===== config.mk =====
export PLATFORM = sky130hd
export DESIGN_NAME = alu_scheduler
export DESIGN_NICKNAME = d
export VERILOG_FILES = /design/src/rtl/alu_sched_pkg.sv /design/src/rtl/alu_sched_alu.sv /design/src/rtl/rr_arb2.sv /design/src/rtl/alu_scheduler.sv
export SDC_FILE = /design/constraint.sdc
export NUM_CORES = 1
export LEC_CHECK = 0
export BUFFER_PORTS_ARGS = -buffer_cell sky130_fd_sc_hd__buf_2
export CORE_ASPECT_RATIO = 1.2
export CORE_MARGIN = 3
export CORE_UTILIZATION = 30
export DETAILED_ROUTE_END_ITERATION = 10
export PLACE_DENSITY = 0.61
export SLEW_MARGIN = 20
export SYNTH_ARGS = -nofsm -noshare
export SYNTH_HDL_FRONTEND = slang
export SYNTH_SLANG_ARGS = --single-unit

===== constraint.sdc =====
create_clock -name clk -period 4.07 [get_ports clk]
set_input_delay 0 -clock clk [delete_from_list [all_inputs] [get_ports clk]]
set_output_delay 0 -clock clk [all_outputs]
set_load 0.005 [all_outputs]

===== src/rtl/alu_sched_pkg.sv =====
// Shared types and constants for the two-requester ALU scheduler.
package alu_sched_pkg;

    localparam int unsigned DATA_W  = 9;
    localparam int unsigned NUM_REQ = 2;
    localparam int unsigned LANE_W  = DATA_W - 1;

    typedef enum logic [1:0] {
        OP_XOR     = 2'b00,
        OP_XOR_ALT = 2'b01,
        OP_AND     = 2'b10,
        OP_ADD     = 2'b11
    } alu_op_e;

    // Operation presented to the shared ALU after arbitration.
    typedef struct packed {
        alu_op_e             op;
        logic [DATA_W-1:0]   a;
        logic [DATA_W-1:0]   b;
    } alu_req_t;

endpackage


===== src/rtl/alu_sched_alu.sv =====
// Shared ALU datapath: 8-bit lane operation, top result bit always zero.
module alu_sched_alu
    import alu_sched_pkg::*;
(
    input  alu_op_e           op,
    input  logic [DATA_W-1:0] a,
    input  logic [DATA_W-1:0] b,
    output logic [DATA_W-1:0] result
);

    logic [LANE_W-1:0] a_lo;
    logic [LANE_W-1:0] b_lo;
    logic [LANE_W-1:0] lane;

    assign a_lo = a[LANE_W-1:0];
    assign b_lo = b[LANE_W-1:0];

    // ADD wraps within the lane; the carry is dropped by the lane width.
    always_comb begin
        lane = a_lo ^ b_lo;
        case (op)
            OP_AND:  lane = a_lo & b_lo;
            OP_ADD:  lane = a_lo + b_lo;
            default: lane = a_lo ^ b_lo;
        endcase
    end

    assign result = {1'b0, lane};

endmodule


===== src/rtl/rr_arb2.sv =====
// Two-way round-robin arbiter; purely combinational, pointer is held by the caller.
module rr_arb2 (
    input  logic [1:0] req,
    input  logic       en,
    input  logic       prio,
    output logic [1:0] gnt,
    output logic       winner
);

    always_comb begin
        gnt    = 2'b00;
        winner = 1'b0;
        if (en) begin
            case (req)
                2'b01: begin
                    gnt    = 2'b01;
                    winner = 1'b0;
                end
                2'b10: begin
                    gnt    = 2'b10;
                    winner = 1'b1;
                end
                2'b11: begin
                    gnt    = prio ? 2'b10 : 2'b01;
                    winner = prio;
                end
                default: begin
                    gnt    = 2'b00;
                    winner = 1'b0;
                end
            endcase
        end
    end

endmodule


===== src/rtl/alu_scheduler.sv =====
// Round-robin sharing of one ALU between two requesters, with a single
// registered result slot and per-requester grant counters.
module alu_scheduler #(
    parameter int unsigned DATA_W = 9,
    parameter int unsigned CNT_W  = 16
) (
    input  logic                   clk,
    input  logic                   rst,
    input  logic [1:0]             req_valid,
    output logic [1:0]             req_ready,
    input  logic [1:0][1:0]        req_op,
    input  logic [1:0][DATA_W-1:0] req_a,
    input  logic [1:0][DATA_W-1:0] req_b,
    output logic                   res_valid,
    input  logic                   res_ready,
    output logic [DATA_W-1:0]      res_data,
    output logic                   res_id,
    output logic [CNT_W-1:0]       grant_cnt0,
    output logic [CNT_W-1:0]       grant_cnt1
);
    import alu_sched_pkg::*;

    logic       prio;
    logic       slot_free;
    logic       arb_en;
    logic [1:0] gnt;
    logic       winner;
    logic       accept;

    alu_req_t          sel;
    logic [DATA_W-1:0] alu_res;

    assign slot_free = !res_valid || res_ready;
    assign arb_en    = slot_free && !rst;

    rr_arb2 u_arb (
        .req    (req_valid),
        .en     (arb_en),
        .prio   (prio),
        .gnt    (gnt),
        .winner (winner)
    );

    assign req_ready = gnt;
    assign accept    = |gnt;

    // Steer the winning requester's operation onto the shared ALU.
    always_comb begin
        sel.op = alu_op_e'(req_op[winner]);
        sel.a  = req_a[winner];
        sel.b  = req_b[winner];
    end

    alu_sched_alu u_alu (
        .op     (sel.op),
        .a      (sel.a),
        .b      (sel.b),
        .result (alu_res)
    );

    // Result slot: an accept overwrites (covering simultaneous drain), otherwise a drain empties it.
    always_ff @(posedge clk or posedge rst) begin
        if (rst) begin
            res_valid  <= 1'b0;
            res_data   <= '0;
            res_id     <= 1'b0;
            prio       <= 1'b0;
            grant_cnt0 <= '0;
            grant_cnt1 <= '0;
        end else if (accept) begin
            res_valid <= 1'b1;
            res_data  <= alu_res;
            res_id    <= winner;
            prio      <= ~winner;
            if (winner) begin
                grant_cnt1 <= grant_cnt1 + CNT_W'(1);
            end else begin
                grant_cnt0 <= grant_cnt0 + CNT_W'(1);
            end
        end else if (res_ready) begin
            res_valid <= 1'b0;
        end
    end

endmodule

==> impl_results.md, run 1 <==
- Max-cap violations: 0
- Cell count after synthesis: 243
- Final setup fails: 0
- Static leakage: 1.564 nW
- Drt total wl: 5.640 mm
- Post-route ant nets: 0
- Post-synthesis sequential area ratio: 0.4245
- Layout cells sized above 1: 0.3701
- DR vias: 2078
- CORE AREA: 8153 um^2
- Post-CTS Setup Repair Bufs: 0
- Vias in the first global route: 2081
- Die height: 106.7 um
- First-pass GRT wire length: 9.404 mm
- GP Congestion: 0.8085
- CTS tree: yes
- Post-synth EDFFs: 0
- P_sw: 0.3916 mW
- Worst EP required: 4.26 ns
- Most common cell after layout, fill and taps aside: buf_2
- Slew Limit Headroom: 0.4974
- Number of buffers created by CTS: 5
- Worst Skew: 0.002277 ns
- Flops & latches, synth: 43
- CTS sink cnt: 43
- CP Capture Type: register
- DRT Pass-1 Iters: 4
- Die area: 9593 um^2
- Sequential Area: 1076 um^2
- Clock Path Buffers: 2
- Startpoint types: register
- Post-Syn Area: 2535 um^2
- Fin Hold WS: 0.03094 ns
- Nets: 390
- Pwr per Cell Area: 375.0 nW/um^2
- Drt drc: 0
- VDD IR max: 0.0001228 V
- Yosys top cell area share: 0.4245
- GRT Util Overall: 0.1196
- # rows: 36
- Asr flop ratio synth: 1.000
- Final Hold Viols: 0
- Total congestion overflow: 0
- Final-layout fill cell count: 832
- Vias per Instance: 4.628
- Yosys top cell by area: dfrtp_1
- Area of the multi-input gates: 1400 um^2
- Max Slew Vio Count: 0
- Antenna violations before repair: 0
- HP Class: input pin to register
- Sequential power share: 0.482
- Clk Latency, worst-skew pair: 0.29 ns
- ANT cells: 0
- Pin count of the biggest net entering global routing: 34
- CP max FO: 33
- Drt wl/cell: 12.56 um
- Netlist cell types: 43
- Root buffer cell: clkbuf_8
- R2R depth: 11
- IO Count: 90
- Initial Util: 0.3109
- Syn-to-layout area delta: 26.06%
- Status: finished, final reports clean
- Final worst-path cycle share: 0.7689
- Quantity of I/O buffers inserted on ports: 84
- Int Pwr: 0.8069 mW
- Switching Share: 0.3267
- 1st-iter DRT viols: 41
- H-tree depth: 2
- Synthesized Nets: 299
- Unrepaired setup endpoints after global routing: false
- Hold bufs inserted after CTS: 2
- Synth warn: 0
- Period minus WS final: 3.130 ns
- DP HPWL: 4.459 mm
- Synth top area cells: dfrtp_1 (42%), mux2_2 (9.3%), xnor2_1 (8.3%)
- Worst hold path cell count: 3
- Clock transition at the registers of the reported paths: 0.08 ns
- DIE WIDTH: 89.92 um
- Peak Freq: 319.5 MHz
- Most frequent cells in the layout: buf_2 (84), dfrtp_1 (43), nand2_1 (24), xnor2_1 (24), mux2_2 (21)
- Setup tns final: 0 ns
- CP Class: register to register
- Dominant synthesized flop cell: dfrtp_1
- Combinational share of power: 0.300
- Clock share of power: 0.218
- Slew @ Worst Pin: 0.7329 ns
- Resized cells post-CTS: 0
- Synthesized area per cell: 10.43 um^2
- CP Data Arrival Time: 3.32 ns
-- cells in the mapped netlist, drive strengths merged, types with 2 or more instances --
| library cell | instances |
|---|---|
| dfrtp | 43 |
| nand2 | 24 |
| xnor2 | 24 |
| mux2 | 21 |
| o21ai | 16 |
| nand3 | 12 |
| nor2 | 12 |
| ha | 11 |
| a21oi | 10 |
| inv | 8 |
| xor2 | 8 |
| mux2i | 6 |
| and3 | 5 |
| nand4 | 5 |
| buf | 4 |
| a31oi | 3 |
| nor2b | 3 |
| o21bai | 3 |
| a21o | 2 |
| a221oi | 2 |
| a22oi | 2 |
| nand2b | 2 |
| nor3b | 2 |
| or3 | 2 |
-- layout make-up --
| class | instances | share of cell area |
|---|---|---|
| clock inverters | 3 | 0.004699 |
| repair buffers | 89 | 0.1449 |
| clock buffers | 5 | 0.02153 |
| inverters | 8 | 0.009397 |
| well taps | 114 | 0.04464 |
| flip-flops and latches | 43 | 0.3367 |
| multi-input cells | 187 | 0.4381 |
-- worst paths after layout --
path                           startpoint              to  slack, ns
min in group asynchronous             rst     res_data[0]       0.28
max in group asynchronous             rst   grant_cnt1[3]       3.06
max reg2reg                     res_valid     res_data[4]       0.94
min reg2reg                grant_cnt1[15]  grant_cnt1[15]       0.47
min                             res_ready       res_valid       0.03
max                             res_valid     res_data[4]       0.94
-- through the flow --
stage,std cells,utilization,total power [mW],area [um^2],setup slack (ns)
final,449,0.3920,1.198,3196,0.9404
after global routing,449,0.3920,1.293,3196,0.7622
after CTS,449,0.3920,1.229,3196,0.9317
after detailed placement,439,0.3792,0.9529,3092,0.9541
after global placement,439,0.3792,0.9440,3092,1.036
after floorplan,243,-,0.8013,2535,0.9845
-- metal layers --
metal  share of wire  global-route usage  wire length (um)  vias to the layer above
li1                -                   -                 -                     1037
met1            0.42              0.1296              2384                      956
met2            0.49              0.2145              2743                       76
met3           0.067             0.03860               376                        9
met4           0.024             0.05142               135                        0
met5               0                   0                 0                        -
-- state kept, by name (all words and copies together) (netlist names) --
signal,flops
res_valid,1
grant_cnt1,16
grant_cnt0,16
prio,1
res_data,8
res_id,1
-- critical path: stages (launching register included) --
cell and delay, ns:
dfrtp_1 0.39, nor2b_2 0.20, nor4b_4 0.24, buf_4 0.39, mux2_2 0.39, ha_1 0.34
a21oi_1 0.30, o21bai_1 0.12, a21oi_1 0.24, or3_1 0.14, a31oi_1 0.07, a21o_1 0.18
-- cell families after synthesis --
kind of cell | Yosys count | synth area share
AND/OR/NAND/NOR | 71 | 0.1515
AO/OA/AOI/OAI | 45 | 0.1175
flip-flops | 43 | 0.4245
XOR/XNOR | 32 | 0.1106
multiplexers | 27 | 0.1170
buffers and inverters | 13 | 0.02320
adder cells (fa/ha/maj) | 11 | 0.05429
other | 1 | 0.001479
-- power groups by stage --
| stage | clock (mW) | sequential [mW] | combinational, mW |
|---|---|---|---|
| finish | 0.261 | 0.577 | 0.360 |
| global route | 0.293 | 0.593 | 0.406 |
| CTS | 0.280 | 0.580 | 0.369 |
| detailed placement | 0 | 0.587 | 0.366 |
| global placement | 0 | 0.586 | 0.358 |
| floorplan | 0 | 0.587 | 0.214 |
Note: power is estimated with default switching activity, not from simulation.
==> run 2, diff against run 1 <==
- PLACE_DENSITY: 0.61 -> 0.63
- clock period: 4.07 -> 2.86 ns (I/O delays scaled with it)
==> run 2 against run 1 <==
Utilization rose by 2.6 points. Sequential power rose by 43%. Final area rose by 6.6%. Clock-buffer cell count rose by 1. Die area did not move. Global-route usage rose by 0.22 points. Largest cell class unchanged. Hold slack improved by 0.014 ns. Highest routed layer unchanged. Critical path type unchanged. Clock power rose by 47%. First-iteration DRC count fell by 24%. Via count rose by 3.9%. Worst setup slack got worse by 0.80 ns.
==> impl_results.md, run 2 (synthesis gave the netlist of run 1 again) <==
- Root buffer cell: clkbuf_8
- DIE WIDTH: 89.92 um
- Worst R2R End: res_data[7]
- CP Capture Type: register
- # rows: 36
- Worst hold start: res_ready
- Overall Power: 1.800 mW
- Static leakage: 1.642 nW
- Final setup fails: 0
- Status: finished, final reports clean
- HP Class: input pin to register
- VDD IR max: 0.0002104 V
- Drt drc: 0
- Quantity of I/O buffers inserted on ports: 84
- Final-layout fill cell count: 809
- Clk Latency, worst-skew pair: 0.28 ns
- First-pass GRT wire length: 9.646 mm
- Unrepaired setup endpoints after global routing: false
- Pre-CTS setup slack: 0.08233 ns
- Setup ws final: 0.1403 ns
- Layout cells sized above 1: 0.4052
- 1st-iter DRT viols: 31
- Period minus WS final: 2.720 ns
- Slew @ Worst Pin: 0.7114 ns
- Top Registers: grant_cnt0: 16 flops, grant_cnt1: 16 flops, res_data: 8 flops
- Die height: 106.7 um
- Antenna violations before repair: 0
- Post-route ant nets: 0
- CP Class: register to register
- GRT Util Overall: 0.1218
- Peak Freq: 367.7 MHz
- CORE AREA: 8153 um^2
- Setup slack, reg-to-reg: 0.14 ns
- R2R depth: 11
- Most frequent cells in the layout: buf_2 (84), dfrtp_1 (43), nand2_1 (24), xnor2_1 (24), mux2_2 (17)
- CP Data Arrival Time: 2.89 ns
- GP Congestion: 0.7957
- Drt wl/cell: 13.05 um
- DP HPWL: 4.650 mm
- Clock Path Buffers: 2
- Worst flop-to-flop path startpoint: res_valid
- H-tree depth: 2
- Most common cell after layout, fill and taps aside: buf_2
- Pwr per Cell Area: 528.2 nW/um^2
- Number of buffers created by CTS: 5
- IO Count: 90
- Max Slew Vio Count: 0
- Worst hold path cell count: 3
- Die area: 9593 um^2
- Finished Core Util: 0.4179
- Total congestion overflow: 0
- Setup tns final: 0 ns
- Final worst-path cycle share: 0.9510
- ANT cells: 0
- DRT Pass-1 Iters: 4
- Syn-to-layout area delta: 34.40%
- Startpoint types: register
- Vias in the first global route: 2087
- Initial Util: 0.3109
- Nets: 399
- Final Hold Viols: 0
- Max-cap violations: 0
- Worst EP required: 3.03 ns
- CTS sink cnt: 43
- CP max FO: 7
- Drt total wl: 5.966 mm
- Clock transition at the registers of the reported paths: 0.08 ns
- CTS tree: yes
- Vias per Instance: 4.726
- Pin count of the biggest net entering global routing: 27
- Min-Delay Endpoint: res_valid
- DR vias: 2160
- Worst Skew: 0.003223 ns
- Slew Limit Headroom: 0.5207
run 2: area by class of cell:
| class | count | area (um^2) | share of cell area |
|---|---|---|---|
| flip-flops and latches | 43 | 1076 | 0.3158 |
| clock inverters | 1 | 5.005 | 0.001469 |
| inverters | 8 | 30.03 | 0.008814 |
| well taps | 114 | 142.6 | 0.04187 |
| multi-input cells | 187 | 1498 | 0.4396 |
| repair buffers | 98 | 573.1 | 0.1682 |
| clock buffers | 6 | 82.58 | 0.02424 |
run 2: power by group:
part	internal, mW	leakage [nW]	total (mW)	switching [mW]
clock	0.190	0.0470	0.384	0.195
sequential	0.716	0.564	0.827	0.110
combinational	0.316	1.03	0.589	0.273
run 2: stage by stage:
stage	hold WS [ns]	cell area [um^2]	cells
2_1_floorplan	0.03100	2572	243
6_report	0.04446	3407	457
3_5_place_dp	0.1058	3163	444
5_1_grt	0.06149	3407	457
3_3_place_gp	0.09237	3163	444
4_1_cts	0.02743	3271	453
run 2: repair_timing:
action | 4_1_cts | 5_1_grt
setup buffers | 0 | 3
endpoints found under the hold margin | 18 | 0
hold buffers | 2 | 0
endpoints found under the setup margin | 0 | 4
resized for setup | 0 | 10
run 2: critical path, stage by stage, from the launching register on:
cell,delay [ns]
dfrtp_1,0.38
nor2b_4,0.15
nor4b_4,0.36
buf_12,0.18
buf_12,0.11
mux2_4,0.30
ha_4,0.28
o211ai_1,0.10
o211a_1,0.24
o21bai_1,0.21
mux2i_1,0.22
o31ai_1,0.09
run 2: worst max path at each step:
stage               from     endpoint  slack [ns]  cells past startpoint
2_1_floorplan  res_valid  res_data[7]        0.02                     12
3_3_place_gp   res_valid  res_data[7]        0.11                     11
3_5_place_dp   res_valid  res_data[7]        0.08                     11
4_1_cts        res_valid  res_data[7]        0.05                     11
5_1_grt        res_valid  res_data[4]       0.008                     11
6_report       res_valid  res_data[7]        0.14                     11
run 2: routing by layer:
layer	routed length (um)	global-route usage	share of wire	vias to the layer above
met3	337	0.02947	0.056	5
met5	0	0	0	-
met2	3182	0.2274	0.53	69
met1	2407	0.1401	0.40	1028
li1	-	-	-	1058
met4	39	0.02954	0.0065	0
